$ cat src/rtl/d_input_debouncer.sv
// d_input_debouncer: 2-flop synchroniser + stability-count FSM giving a clean level and edge pulse.
// Define DEBOUNCE_FALL_PULSE_EN to add the one-cycle fall output.
module d_input_debouncer #(
   parameter int STABLE_CYCLES = 16,
   parameter int CNT_W         = 5
) (
   input  logic clk,
   input  logic reset,
   input  logic din,
   output logic q,
   output logic rise
`ifdef DEBOUNCE_FALL_PULSE_EN
   ,
   output logic fall
`endif
);

   typedef enum logic [1:0] {
      LOW,
      WAIT_HIGH,
      HIGH,
      WAIT_LOW
   } state_t;

   localparam logic [CNT_W-1:0] LAST = CNT_W'(STABLE_CYCLES - 1);
   localparam logic [CNT_W-1:0] ONE  = CNT_W'(1);
   localparam bit               FAST = (STABLE_CYCLES == 1);

   logic             sync1;
   logic             sync2;
   state_t           state;
   state_t           state_n;
   logic [CNT_W-1:0] cnt;
   logic [CNT_W-1:0] cnt_n;
   logic             q_n;
   logic             rise_n;
`ifdef DEBOUNCE_FALL_PULSE_EN
   logic             fall_n;
`endif

   always_ff @(posedge clk or negedge reset) begin
      if (!reset) begin
         sync1 <= 1'b0;
         sync2 <= 1'b0;
         state <= LOW;
         cnt   <= '0;
         q     <= 1'b0;
         rise  <= 1'b0;
`ifdef DEBOUNCE_FALL_PULSE_EN
         fall  <= 1'b0;
`endif
      end else begin
         sync1 <= din;
         sync2 <= sync1;
         state <= state_n;
         cnt   <= cnt_n;
         q     <= q_n;
         rise  <= rise_n;
`ifdef DEBOUNCE_FALL_PULSE_EN
         fall  <= fall_n;
`endif
      end
   end

   always_comb begin
      state_n = state;
      cnt_n   = cnt;
      unique case (state)
         LOW: begin
            if (sync2) begin
               if (FAST) begin
                  state_n = HIGH;
               end else begin
                  state_n = WAIT_HIGH;
                  cnt_n   = ONE;
               end
            end
         end
         WAIT_HIGH: begin
            if (!sync2) begin
               state_n = LOW;
               cnt_n   = '0;
            end else if (cnt == LAST) begin
               state_n = HIGH;
               cnt_n   = '0;
            end else begin
               cnt_n = cnt + ONE;
            end
         end
         HIGH: begin
            if (!sync2) begin
               if (FAST) begin
                  state_n = LOW;
               end else begin
                  state_n = WAIT_LOW;
                  cnt_n   = ONE;
               end
            end
         end
         WAIT_LOW: begin
            if (sync2) begin
               state_n = HIGH;
               cnt_n   = '0;
            end else if (cnt == LAST) begin
               state_n = LOW;
               cnt_n   = '0;
            end else begin
               cnt_n = cnt + ONE;
            end
         end
      endcase
   end

   // outputs are registered from the next state so q moves on the deciding edge
   always_comb begin
      q_n    = (state_n == HIGH) || (state_n == WAIT_LOW);
      rise_n = q_n & ~q;
`ifdef DEBOUNCE_FALL_PULSE_EN
      fall_n = ~q_n & q;
`endif
   end

endmodule

$ cat config.mk
export PLATFORM = sky130hd
export DESIGN_NAME = d_input_debouncer
export DESIGN_NICKNAME = d
export VERILOG_FILES = /design/src/rtl/d_input_debouncer.sv
export SDC_FILE = /design/constraint.sdc
export NUM_CORES = 1
export LEC_CHECK = 0
export ABC_CLOCK_PERIOD_IN_PS = 1700
export CAP_MARGIN = 15
export CORE_AREA = 5 5 42 44
export DETAILED_ROUTE_END_ITERATION = 7
export DIE_AREA = 0 0 47 49
export GPL_ROUTABILITY_DRIVEN = 0
export SLEW_MARGIN = 5
export SYNTH_ARGS = -nofsm -noshare
export SYNTH_HDL_FRONTEND = slang
export SYNTH_SLANG_ARGS = --single-unit
$ cat constraint.sdc
create_clock -name clk -period 1.7 [get_ports clk]
set_input_delay 0.17 -clock clk [delete_from_list [all_inputs] [get_ports clk]]
set_output_delay 0.17 -clock clk [all_outputs]
set_load 0.01 [all_outputs]
==> run_summary.xml, run 1 <==
<?xml version="1.0" encoding="UTF-8"?>
<metrics>
  <group name="detailed_routing">
    <metric name="drt-vias-per-instance" unit="">5.38</metric>
    <metric name="detailedRoute.firstIterationViolations" unit="">7</metric>
    <metric name="drc_errors" unit="">0</metric>
    <metric name="drt_first_pass_iters" unit="">4</metric>
    <metric name="final_antenna_net_count" unit="">0</metric>
    <metric name="routed-via-count" unit="">344</metric>
    <metric name="routed_wirelength" unit="um">817</metric>
    <metric name="drt-wirelength-per-cell" unit="um">12.8</metric>
  </group>
  <group name="synth">
    <metric name="synthSimpleGateAreaFrac" unit="">0.175</metric>
    <metric name="synth_most_common_cell" unit="">sky130_fd_sc_hd__dfrtp_1</metric>
    <metric name="muxShareOfSynthArea" unit="">0</metric>
    <metric name="postSynthCellCount" unit="">41</metric>
    <metric name="cell_types_with_the_largest_area_share_after_synthesis" unit="">sky130_fd_sc_hd__dfrtp_1 (58%), sky130_fd_sc_hd__nand3_1 (5.3%), sky130_fd_sc_hd__nand4b_1 (3.7%), sky130_fd_sc_hd__o21a_1 (3.2%), sky130_fd_sc_hd__ha_1 (2.6%)</metric>
    <metric name="synth_top_family_by_area" unit="">simple AND/OR/NAND/NOR gates</metric>
    <metric name="synth.cell_area" unit="um2">473</metric>
    <metric name="post_synth_fa_ha_maj_area_fraction" unit="">0.0265</metric>
    <metric name="average_cell_area_after_synthesis" unit="um2">11.5</metric>
    <metric name="synth-async-reset-ratio" unit="">1.00</metric>
    <metric name="synth.top_cell.area_share" unit="">0.582</metric>
    <metric name="number_of_enable_type_register_cells_in_the_synthesized_netlist" unit="">0</metric>
    <metric name="synth_fp_nets" unit="">45</metric>
    <metric name="synth.ff_latch_count" unit="">11</metric>
    <metric name="post_synthesis_xor_xnor_area_fraction" unit="">0.0370</metric>
    <metric name="netlist-cell-type-count" unit="">22</metric>
    <metric name="dominantRegCellSynth" unit="">sky130_fd_sc_hd__dfrtp_1</metric>
    <metric name="synth_top_cells_by_count" unit="">sky130_fd_sc_hd__dfrtp_1 (11), sky130_fd_sc_hd__nand3_1 (5)</metric>
    <metric name="yosysWarnings" unit="">0</metric>
    <metric name="cell_accounting_for_the_most_synthesized_area" unit="">sky130_fd_sc_hd__dfrtp_1</metric>
    <metric name="synth_sequential_area_ratio" unit="">0.582</metric>
    <metric name="synth_area_in_compound_gates" unit="">0.153</metric>
  </group>
  <group name="worst_setup_path">
    <metric name="timing.critical_path.fanout_max" unit="">2</metric>
    <metric name="critPathLaunchType" unit="">flip-flop</metric>
    <metric name="cp_capture_type" unit="">output port</metric>
    <metric name="crit_path_cell_trace" unit="">clkdlybuf4s50_1</metric>
    <metric name="critPathTopFamily" unit="">buffers and inverters</metric>
    <metric name="critPathBufInv" unit="">1</metric>
    <metric name="worstPathRequired" unit="ps">1530</metric>
    <metric name="cp_data_arrival_time" unit="ps">1150</metric>
    <metric name="critPathSlowestCell" unit="">sky130_fd_sc_hd__clkdlybuf4s50_1</metric>
    <metric name="path_class" unit="">flip-flop to output port</metric>
    <metric name="critical_path.max_stage_delay" unit="ps">540</metric>
  </group>
  <group name="timing">
    <metric name="fin_tns_setup" unit="ps">0</metric>
    <metric name="achievable-frequency" unit="MHz">755</metric>
    <metric name="worst_slew_margin_rel" unit="">0.677</metric>
    <metric name="period_needed" unit="ps">1320</metric>
    <metric name="timing_worst_slew_pin_value" unit="ps">482</metric>
    <metric name="rsz0062_at_grt" unit="">false</metric>
    <metric name="hold_viol" unit="">0</metric>
    <metric name="final-max-slew-violation-count" unit="">0</metric>
    <metric name="final_worst_path_period_share" unit="">0.779</metric>
    <metric name="clock_skew" unit="ps">2.49</metric>
    <metric name="timing.final.setup_violations" unit="">0</metric>
  </group>
  <group name="outcome">
    <metric name="run_status" unit="">finished, final reports clean</metric>
  </group>
  <group name="die">
    <metric name="i_o_pins" unit="">5</metric>
    <metric name="core_area" unit="mm2">0.00140</metric>
    <metric name="die-area" unit="mm2">0.00230</metric>
    <metric name="fp.dieW" unit="um">47</metric>
    <metric name="floorplan.initialDensity" unit="">0.338</metric>
    <metric name="rows" unit="">14</metric>
    <metric name="die-height" unit="um">49</metric>
  </group>
  <group name="grt">
    <metric name="grt_overflow" unit="">0</metric>
    <metric name="first_global_vias" unit="">342</metric>
    <metric name="grt_start_max_net_pins" unit="">12</metric>
    <metric name="grt_use_total" unit="">0.0849</metric>
    <metric name="grt_antenna_before_repair" unit="">0</metric>
    <metric name="first_pass_grt_wire_length" unit="mm">1.39</metric>
  </group>
  <group name="layout">
    <metric name="finish.net_count" unit="">53</metric>
    <metric name="number_of_antenna_repair_diodes" unit="">0</metric>
    <metric name="layout.cell_area.non_filler" unit="um2">554</metric>
    <metric name="multiInputGateArea" unit="um2">185</metric>
    <metric name="flow.area_growth_from_synthesis" unit="%">17.2</metric>
    <metric name="area.sequential" unit="um2">275</metric>
    <metric name="drive_above_1_share" unit="">0.0833</metric>
    <metric name="final.fill_count" unit="">147</metric>
  </group>
  <group name="place">
    <metric name="placedInstanceArea" unit="um2">528</metric>
    <metric name="place.detailed.hpwl" unit="um">582</metric>
    <metric name="place.port_buffers" unit="">4</metric>
  </group>
  <group name="clocking">
    <metric name="root_buffer_cell" unit="">sky130_fd_sc_hd__clkbuf_4</metric>
    <metric name="clock_sink_count" unit="">11</metric>
    <metric name="clkLatencyLatePin" unit="ps">270</metric>
    <metric name="post_cts_resized" unit="">0</metric>
    <metric name="cts_inserted_buffers" unit="">3</metric>
    <metric name="cts_hold_buf" unit="">0</metric>
    <metric name="cts_setup_buffers" unit="">0</metric>
    <metric name="clkSlewWorstSetupHoldPaths" unit="ps">70</metric>
    <metric name="max-clock-path-buffers" unit="">2</metric>
    <metric name="htree_levels" unit="">1</metric>
    <metric name="tritoncts_clock_tree" unit="">yes</metric>
  </group>
  <group name="pwr">
    <metric name="pwr_density_cell" unit="mW/mm2">905</metric>
    <metric name="static-leakage-power" unit="nW">0.248</metric>
    <metric name="power.ir.vdd_worst" unit="mV">0.619</metric>
  </group>
  <group name="job">
    <metric name="max_cap_violations" unit="">0</metric>
  </group>
  <group name="worst_hold_path">
    <metric name="hp-class" unit="">input port to asynchronous set/reset pin</metric>
  </group>
</metrics>
## routing by layer
metal	vias to the layer above	wire length (um)	part of all wire	GRT usage
met3	2	30	0.037	0.0332
met1	166	381	0.47	0.108
met4	0	19	0.023	0.0553
met5	-	0	0	0
met2	9	386	0.47	0.115
li1	167	-	-	-
## flip-flops by register name, indices dropped and copies added, names as in the netlist
signal,count
rise,1
q,1
sync1,1
cnt,5
state,2
sync2,1
## layout make-up
type	instances	share of cell area
Sequential cell	11	0.497
Clock buffer	4	0.0474
Timing Repair Buffer	4	0.0722
Tap cell	16	0.0361
Multi-Input combinational cell	27	0.334
Inverter	2	0.0135
## cell families after synthesis
kind of cell,after synthesis
AOI/OAI and AO/OA,10
adders and majority gates,1
DFF,11
and+or+nand+nor,14
buffers and inverters,3
xor gates and xnor gates,2
## cells in the final DEF, fill, tap and decap left out, drive strengths merged, types with 2 or more instances in the layout
master | netlist | layout
o21ai | 2 | 2
clkdlybuf4s50 | 0 | 4
nand4b | 2 | 2
nand3 | 5 | 5
clkbuf | 1 | 4
o21a | 2 | 2
a21oi | 2 | 2
dfrtp | 11 | 11
o211ai | 2 | 2
inv | 2 | 2
nand2 | 2 | 2
## report_power, final
group	total, mW	leakage (nW)	internal (mW)	switching (mW)
Sequential	0.286	0.143	0.273	0.0123
Combinational	0.0374	0.0898	0.0174	0.0201
Clock	0.178	0.0150	0.0910	0.0873
Total	0.501	0.248	0.382	0.120
## final timing paths
| kind | startpoint | to | slack, ps | cells after the start |
|---|---|---|---|---|
| min in group clk | din | sync1$_DFF_PN0_ | 330 | 1 |
| setup / recovery | q$_DFF_PN0_ | q | 380 | 1 |
| hold / removal | reset | rise$_DFF_PN0_ | 220 | 1 |
| max in group asynchronous | reset | state[0]$_DFF_PN0_ | 1150 | 1 |
| setup reg to reg | state[1]$_DFF_PN0_ | cnt[3]$_DFFE_PN0P_ | 390 | 3 |
| hold reg to reg | sync1$_DFF_PN0_ | sync2$_DFF_PN0_ | 350 | 0 |
## per-stage QoR
stage	hold slack, ps	setup slack [ps]	std cells	utilization	power (mW)
2_1_floorplan	-126	477	41	-	0.313
3_3_place_gp	332	425	60	0.377	0.328
3_5_place_dp	341	405	60	0.377	0.329
4_1_cts	242	364	64	0.396	0.509
5_1_grt	251	316	64	0.396	0.536
6_report	224	376	64	0.396	0.501
(Power assumes the default switching activity.)
==> run 2: changes to the inputs <==
--- a/config.mk
+++ b/config.mk
@@ -5,7 +5,7 @@
 export SDC_FILE = /design/constraint.sdc
 export NUM_CORES = 1
 export LEC_CHECK = 0
-export ABC_CLOCK_PERIOD_IN_PS = 1700
+export ABC_CLOCK_PERIOD_IN_PS = 1300
 export CAP_MARGIN = 15
 export CORE_AREA = 5 5 42 44
 export DETAILED_ROUTE_END_ITERATION = 7
==> constraint.sdc (replaced) <==
create_clock -name clk -period 1.3 [get_ports clk]
set_input_delay 0.13 -clock clk [delete_from_list [all_inputs] [get_ports clk]]
set_output_delay 0.13 -clock clk [all_outputs]
set_load 0.01 [all_outputs]
==> run_summary.xml, run 2 (synthesis gave the netlist of run 1 again) <==
<?xml version="1.0" encoding="UTF-8"?>
<metrics>
  <group name="outcome">
    <metric name="run_status" unit="">finished, final reports clean</metric>
  </group>
  <group name="timing">
    <metric name="final_worst_path_period_share" unit="">0.972</metric>
    <metric name="hold_viol" unit="">0</metric>
    <metric name="clock_skew" unit="ps">3.06</metric>
    <metric name="hold_ws" unit="ps">186</metric>
    <metric name="fin_tns_setup" unit="ps">0</metric>
    <metric name="post-route-worst-setup-slack" unit="ps">36.3</metric>
    <metric name="achievable-frequency" unit="MHz">791</metric>
    <metric name="worst_slew_margin_rel" unit="">0.681</metric>
    <metric name="timing.final.setup_violations" unit="">0</metric>
    <metric name="period_needed" unit="ps">1260</metric>
    <metric name="final-max-slew-violation-count" unit="">0</metric>
    <metric name="timing_worst_slew_pin_value" unit="ps">478</metric>
  </group>
  <group name="layout">
    <metric name="number_of_antenna_repair_diodes" unit="">0</metric>
    <metric name="flip_flop_count_of_the_largest_register_all_copies_and_words_added" unit="">5</metric>
    <metric name="flow.area_growth_from_synthesis" unit="%">32.0</metric>
    <metric name="final.fill_count" unit="">149</metric>
    <metric name="finish.utilization" unit="">0.446</metric>
    <metric name="finish.net_count" unit="">57</metric>
    <metric name="drive_above_1_share" unit="">0.288</metric>
    <metric name="commonest_non_fill_non_tap_cells_in_the_layout" unit="">sky130_fd_sc_hd__dfrtp_1 (9), sky130_fd_sc_hd__nand3_1 (5), sky130_fd_sc_hd__clkbuf_4 (3), sky130_fd_sc_hd__clkdlybuf4s50_1 (3), sky130_fd_sc_hd__buf_4 (3)</metric>
    <metric name="top_regs" unit="">cnt: 5 flops, state: 2 flops</metric>
    <metric name="mostFrequentLayoutCell" unit="">sky130_fd_sc_hd__dfrtp_1</metric>
    <metric name="max_flop_register" unit="">cnt</metric>
  </group>
  <group name="worst_setup_path">
    <metric name="worstPathRequired" unit="ps">1490</metric>
    <metric name="cp_capture_type" unit="">flip-flop</metric>
    <metric name="reg2reg_depth" unit="">3</metric>
    <metric name="critPathTopFamily" unit="">simple AND/OR/NAND/NOR gates</metric>
    <metric name="critical_path.max_stage_delay" unit="ps">480</metric>
    <metric name="critical_path.reg2reg.endpoint" unit="">cnt[3]$_DFFE_PN0P_</metric>
    <metric name="cp_data_arrival_time" unit="ps">1460</metric>
    <metric name="ff2ff_setup_slack" unit="ps">40</metric>
    <metric name="timing.critical_path.fanout_max" unit="">6</metric>
    <metric name="worst_setup_path_start" unit="">sync2$_DFF_PN0_</metric>
    <metric name="critPathLaunchType" unit="">flip-flop</metric>
    <metric name="critPathSlowestCell" unit="">sky130_fd_sc_hd__or4_4</metric>
    <metric name="crit_path_cell_trace" unit="">xnor2_4, or4_4, o211ai_2</metric>
    <metric name="path_class" unit="">flip-flop to flip-flop</metric>
    <metric name="reg2reg_from" unit="">sync2$_DFF_PN0_</metric>
    <metric name="critPathBufInv" unit="">0</metric>
  </group>
  <group name="detailed_routing">
    <metric name="routed_wirelength" unit="um">880</metric>
    <metric name="drt-vias-per-instance" unit="">5.25</metric>
    <metric name="drc_errors" unit="">0</metric>
    <metric name="drt_first_pass_iters" unit="">4</metric>
    <metric name="drt-wirelength-per-cell" unit="um">12.9</metric>
    <metric name="routed-via-count" unit="">357</metric>
    <metric name="detailedRoute.firstIterationViolations" unit="">5</metric>
    <metric name="final_antenna_net_count" unit="">0</metric>
  </group>
  <group name="job">
    <metric name="max_cap_violations" unit="">0</metric>
  </group>
  <group name="die">
    <metric name="die-area" unit="mm2">0.00230</metric>
    <metric name="i_o_pins" unit="">5</metric>
    <metric name="core_area" unit="mm2">0.00140</metric>
    <metric name="die-height" unit="um">49</metric>
    <metric name="fp.dieW" unit="um">47</metric>
    <metric name="floorplan.initialDensity" unit="">0.338</metric>
    <metric name="rows" unit="">14</metric>
  </group>
  <group name="grt">
    <metric name="grt_overflow" unit="">0</metric>
    <metric name="first_global_vias" unit="">345</metric>
    <metric name="grt_use_total" unit="">0.0955</metric>
    <metric name="grt_start_max_net_pins" unit="">12</metric>
    <metric name="first_pass_grt_wire_length" unit="mm">1.52</metric>
    <metric name="grt_antenna_before_repair" unit="">0</metric>
  </group>
  <group name="clocking">
    <metric name="tritoncts_clock_tree" unit="">yes</metric>
    <metric name="root_buffer_cell" unit="">sky130_fd_sc_hd__clkbuf_4</metric>
    <metric name="clkSlewWorstSetupHoldPaths" unit="ps">70</metric>
    <metric name="max-clock-path-buffers" unit="">2</metric>
    <metric name="clkLatencyLatePin" unit="ps">270</metric>
    <metric name="htree_levels" unit="">1</metric>
    <metric name="cts_inserted_buffers" unit="">3</metric>
    <metric name="clock_sink_count" unit="">11</metric>
  </group>
  <group name="place">
    <metric name="place.detailed.hpwl" unit="um">632</metric>
    <metric name="placement.setup.worst_slack" unit="ps">15.4</metric>
    <metric name="place.port_buffers" unit="">4</metric>
  </group>
  <group name="pwr">
    <metric name="static-leakage-power" unit="nW">0.290</metric>
    <metric name="power.ir.vdd_worst" unit="mV">0.487</metric>
    <metric name="fin_total_pwr" unit="uW">675</metric>
    <metric name="pwr_density_cell" unit="mW/mm2">1080</metric>
  </group>
  <group name="worst_hold_path">
    <metric name="hp-class" unit="">input port to asynchronous set/reset pin</metric>
  </group>
</metrics>
-- run 2: report_power, final --
part | switching, mW | internal [mW] | leakage, nW
registers | 0.0144 | 0.358 | 0.141
clock network | 0.110 | 0.119 | 0.0150
logic | 0.0347 | 0.0393 | 0.135
-- run 2: metrics by stage --
stage                     cell area [um2]  std cells
after detailed placement              551         63
after global routing                  624         68
final                                 624         68
after global placement                551         63
after CTS                             577         67
after floorplan                       473         41
-- run 2: cell type report --
class / instances / area [um2] / area share
sequential: 11 / 278 / 0.445
timing repair buffer: 8 / 76.3 / 0.122
clock buffer: 4 / 26.3 / 0.0421
multi-input combinational: 27 / 216 / 0.347
tap: 16 / 20.0 / 0.0321
inverter: 2 / 7.51 / 0.0120
-- run 2: per-layer routing --
metal,GRT usage,share of wire,up-vias
met3,0.0221,0.022,5
li1,-,-,176
met5,0,0,-
met2,0.118,0.46,5
met4,0.0968,0.048,0
met1,0.126,0.47,171
-- run 2: worst max path at each step --
| stage | endpoint | cells after the start | slack (ps) |
|---|---|---|---|
| 4_1_cts | cnt[3]$_DFFE_PN0P_ | 3 | 1 |
| 2_1_floorplan | cnt[3]$_DFFE_PN0P_ | 3 | 80 |
| 3_5_place_dp | cnt[3]$_DFFE_PN0P_ | 3 | 20 |
| 6_report | cnt[3]$_DFFE_PN0P_ | 3 | 40 |
| 3_3_place_gp | cnt[3]$_DFFE_PN0P_ | 3 | 40 |
| 5_1_grt | cnt[1]$_DFFE_PN0P_ | 5 | -7 |
-- run 2: timing repair --
action / CTS / global route
hold buffers: 0 / 0
endpoints found under the hold margin: 0 / 0
buffers inserted: 0 / 1
setup endpoints to repair: 0 / 5
resized for setup: 0 / 10
==> run 3: changes to the inputs <==
--- a/config.mk
+++ b/config.mk
@@ -7,9 +7,9 @@
 export LEC_CHECK = 0
 export ABC_CLOCK_PERIOD_IN_PS = 1300
 export CAP_MARGIN = 15
-export CORE_AREA = 5 5 42 44
+export CORE_AREA = 2 2 39 41
 export DETAILED_ROUTE_END_ITERATION = 7
-export DIE_AREA = 0 0 47 49
+export DIE_AREA = 0 0 41 43
 export GPL_ROUTABILITY_DRIVEN = 0
 export SLEW_MARGIN = 5
 export SYNTH_ARGS = -nofsm -noshare
==> run_summary.xml, run 3 (synthesis gave the netlist of run 1 again) <==
<?xml version="1.0" encoding="UTF-8"?>
<metrics>
  <group name="detailed_routing">
    <metric name="detailedRoute.firstIterationViolations" unit="">3</metric>
    <metric name="drt_first_pass_iters" unit="">4</metric>
    <metric name="drt-wirelength-per-cell" unit="um">13.8</metric>
    <metric name="final_antenna_net_count" unit="">0</metric>
    <metric name="routed_wirelength" unit="um">950</metric>
    <metric name="drt-vias-per-instance" unit="">5.14</metric>
    <metric name="routed-via-count" unit="">355</metric>
    <metric name="drc_errors" unit="">0</metric>
  </group>
  <group name="worst_setup_path">
    <metric name="reg2reg_depth" unit="">3</metric>
    <metric name="cp_num_cells" unit="">3</metric>
    <metric name="cp_capture_type" unit="">flip-flop</metric>
    <metric name="path_class" unit="">flip-flop to flip-flop</metric>
    <metric name="crit_path_cell_trace" unit="">xnor2_4, or4_4, o211ai_2</metric>
    <metric name="critPathTopFamily" unit="">simple AND/OR/NAND/NOR gates</metric>
    <metric name="critPathBufInv" unit="">0</metric>
    <metric name="worstPathRequired" unit="ps">1490</metric>
    <metric name="critPathLaunchType" unit="">flip-flop</metric>
    <metric name="timing.critical_path.fanout_max" unit="">4</metric>
    <metric name="cp_data_arrival_time" unit="ps">1460</metric>
    <metric name="critPathSlowestCell" unit="">sky130_fd_sc_hd__or4_4</metric>
    <metric name="critical_path.max_stage_delay" unit="ps">480</metric>
  </group>
  <group name="timing">
    <metric name="achievable-frequency" unit="MHz">791</metric>
    <metric name="final-max-slew-violation-count" unit="">0</metric>
    <metric name="final_worst_path_period_share" unit="">0.972</metric>
    <metric name="period_needed" unit="ps">1260</metric>
    <metric name="clock_skew" unit="ps">0.907</metric>
    <metric name="timing_worst_slew_pin_value" unit="ps">505</metric>
    <metric name="timing.final.setup_violations" unit="">0</metric>
    <metric name="hold_ws" unit="ps">196</metric>
    <metric name="hold_viol" unit="">0</metric>
    <metric name="worst_slew_margin_rel" unit="">0.662</metric>
  </group>
  <group name="layout">
    <metric name="flow.area_growth_from_synthesis" unit="%">34.1</metric>
    <metric name="final.fill_count" unit="">134</metric>
    <metric name="top_regs" unit="">cnt: 5 flops, state: 2 flops</metric>
    <metric name="flip_flop_count_of_the_largest_register_all_copies_and_words_added" unit="">5</metric>
    <metric name="drive_above_1_share" unit="">0.302</metric>
    <metric name="mostFrequentLayoutCell" unit="">sky130_fd_sc_hd__dfrtp_1</metric>
    <metric name="finish.net_count" unit="">58</metric>
    <metric name="commonest_non_fill_non_tap_cells_in_the_layout" unit="">sky130_fd_sc_hd__dfrtp_1 (9), sky130_fd_sc_hd__nand3_1 (5), sky130_fd_sc_hd__buf_4 (5)</metric>
    <metric name="max_flop_register" unit="">cnt</metric>
    <metric name="number_of_antenna_repair_diodes" unit="">0</metric>
  </group>
  <group name="clocking">
    <metric name="htree_levels" unit="">1</metric>
    <metric name="root_buffer_cell" unit="">sky130_fd_sc_hd__clkbuf_4</metric>
    <metric name="max-clock-path-buffers" unit="">2</metric>
    <metric name="clkSlewWorstSetupHoldPaths" unit="ps">70</metric>
    <metric name="clock_sink_count" unit="">11</metric>
    <metric name="clkLatencyLatePin" unit="ps">270</metric>
    <metric name="cts_inserted_buffers" unit="">3</metric>
    <metric name="tritoncts_clock_tree" unit="">yes</metric>
  </group>
  <group name="grt">
    <metric name="grt_use_total" unit="">0.140</metric>
    <metric name="first_pass_grt_wire_length" unit="mm">1.52</metric>
    <metric name="grt_antenna_before_repair" unit="">0</metric>
    <metric name="grt_overflow" unit="">0</metric>
    <metric name="first_global_vias" unit="">344</metric>
    <metric name="grt_start_max_net_pins" unit="">12</metric>
  </group>
  <group name="outcome">
    <metric name="run_status" unit="">finished, final reports clean</metric>
  </group>
  <group name="die">
    <metric name="i_o_pins" unit="">5</metric>
    <metric name="core_area" unit="mm2">0.00138</metric>
    <metric name="fp.dieW" unit="um">41</metric>
    <metric name="die-area" unit="mm2">0.00176</metric>
    <metric name="die-height" unit="um">43</metric>
    <metric name="floorplan.initialDensity" unit="">0.342</metric>
    <metric name="rows" unit="">14</metric>
  </group>
  <group name="worst_hold_path">
    <metric name="hp-class" unit="">input port to asynchronous set/reset pin</metric>
  </group>
  <group name="pwr">
    <metric name="static-leakage-power" unit="nW">0.282</metric>
    <metric name="fin_total_pwr" unit="uW">689</metric>
    <metric name="pwr_density_cell" unit="mW/mm2">1090</metric>
    <metric name="power.ir.vdd_worst" unit="mV">0.634</metric>
  </group>
  <group name="place">
    <metric name="place.port_buffers" unit="">4</metric>
    <metric name="place.detailed.hpwl" unit="um">595</metric>
  </group>
  <group name="job">
    <metric name="max_cap_violations" unit="">0</metric>
  </group>
</metrics>
## run 3: cell count changes in the layout (fill, tap and decap cells not counted), sizes merged
| cell | change |
|---|---|
| dlymetal6s2s | -1 |
| dlygate4sd2 | +1 |
| buf | +1 |
## run 3: stage by stage
step,setup WS [ps],instances,instance area (um2),util,TNS (ps)
floorplan,76.7,41,473,-,0
global placement,41.7,63,551,0.398,0
detailed placement,21.6,63,551,0.398,0
CTS,-3.05,67,576,0.416,-3.05
global route,-0.631,69,634,0.458,-0.631
finish,36.5,69,634,0.458,0
## run 3: timing repair
item / in CTS / in global routing
setup endpoints to repair: 2 / 6
gates resized for setup: 1 / 9
setup buffers: 0 / 2
pin swaps: 0 / 1
hold buffers: 0 / 0
## run 3: area by class of cell
class | instances | area [um2] | area share
sequential | 11 | 278 | 0.438
multi-input combinational | 27 | 226 | 0.357
timing repair buffer | 9 | 76.3 | 0.120
clock buffer | 4 | 26.3 | 0.0414
tap | 16 | 20.0 | 0.0316
inverter | 2 | 7.51 | 0.0118
## run 3: path summary, 6_finish.rpt
| path | startpoint | to | slack (ps) |
|---|---|---|---|
| worst max-delay path | state[1]$_DFF_PN0_ | cnt[3]$_DFFE_PN0P_ | 40 |
| worst min-delay path | reset | cnt[2]$_DFFE_PN0P_ | 200 |
| worst max register to register | state[1]$_DFF_PN0_ | cnt[3]$_DFFE_PN0P_ | 40 |
| worst min register to register | sync1$_DFF_PN0_ | sync2$_DFF_PN0_ | 360 |
| max in group asynchronous | reset | state[1]$_DFF_PN0_ | 740 |
| min in group clk | din | sync1$_DFF_PN0_ | 300 |
## run 3: worst reg2reg max path, stage by stage (launching register included)
cell	delay (ps)
sky130_fd_sc_hd__dfrtp_2	460
sky130_fd_sc_hd__xnor2_4	170
sky130_fd_sc_hd__or4_4	490
sky130_fd_sc_hd__o211ai_2	80
## run 3: metal layers
| metal | vias up | wire, um | track usage |
|---|---|---|---|
| met1 | 173 | 445 | 0.185 |
| met3 | 2 | 30 | 0.0471 |
| met4 | 0 | 10 | 0.120 |
| met5 | - | 0 | 0 |
| met2 | 5 | 463 | 0.175 |
| li1 | 175 | - | - |
## run 3: power breakdown
part / switching (mW) / internal (mW) / total [mW]
clock: 0.116 / 0.119 / 0.234
sequential: 0.0182 / 0.358 / 0.376
combinational: 0.0350 / 0.0438 / 0.0787
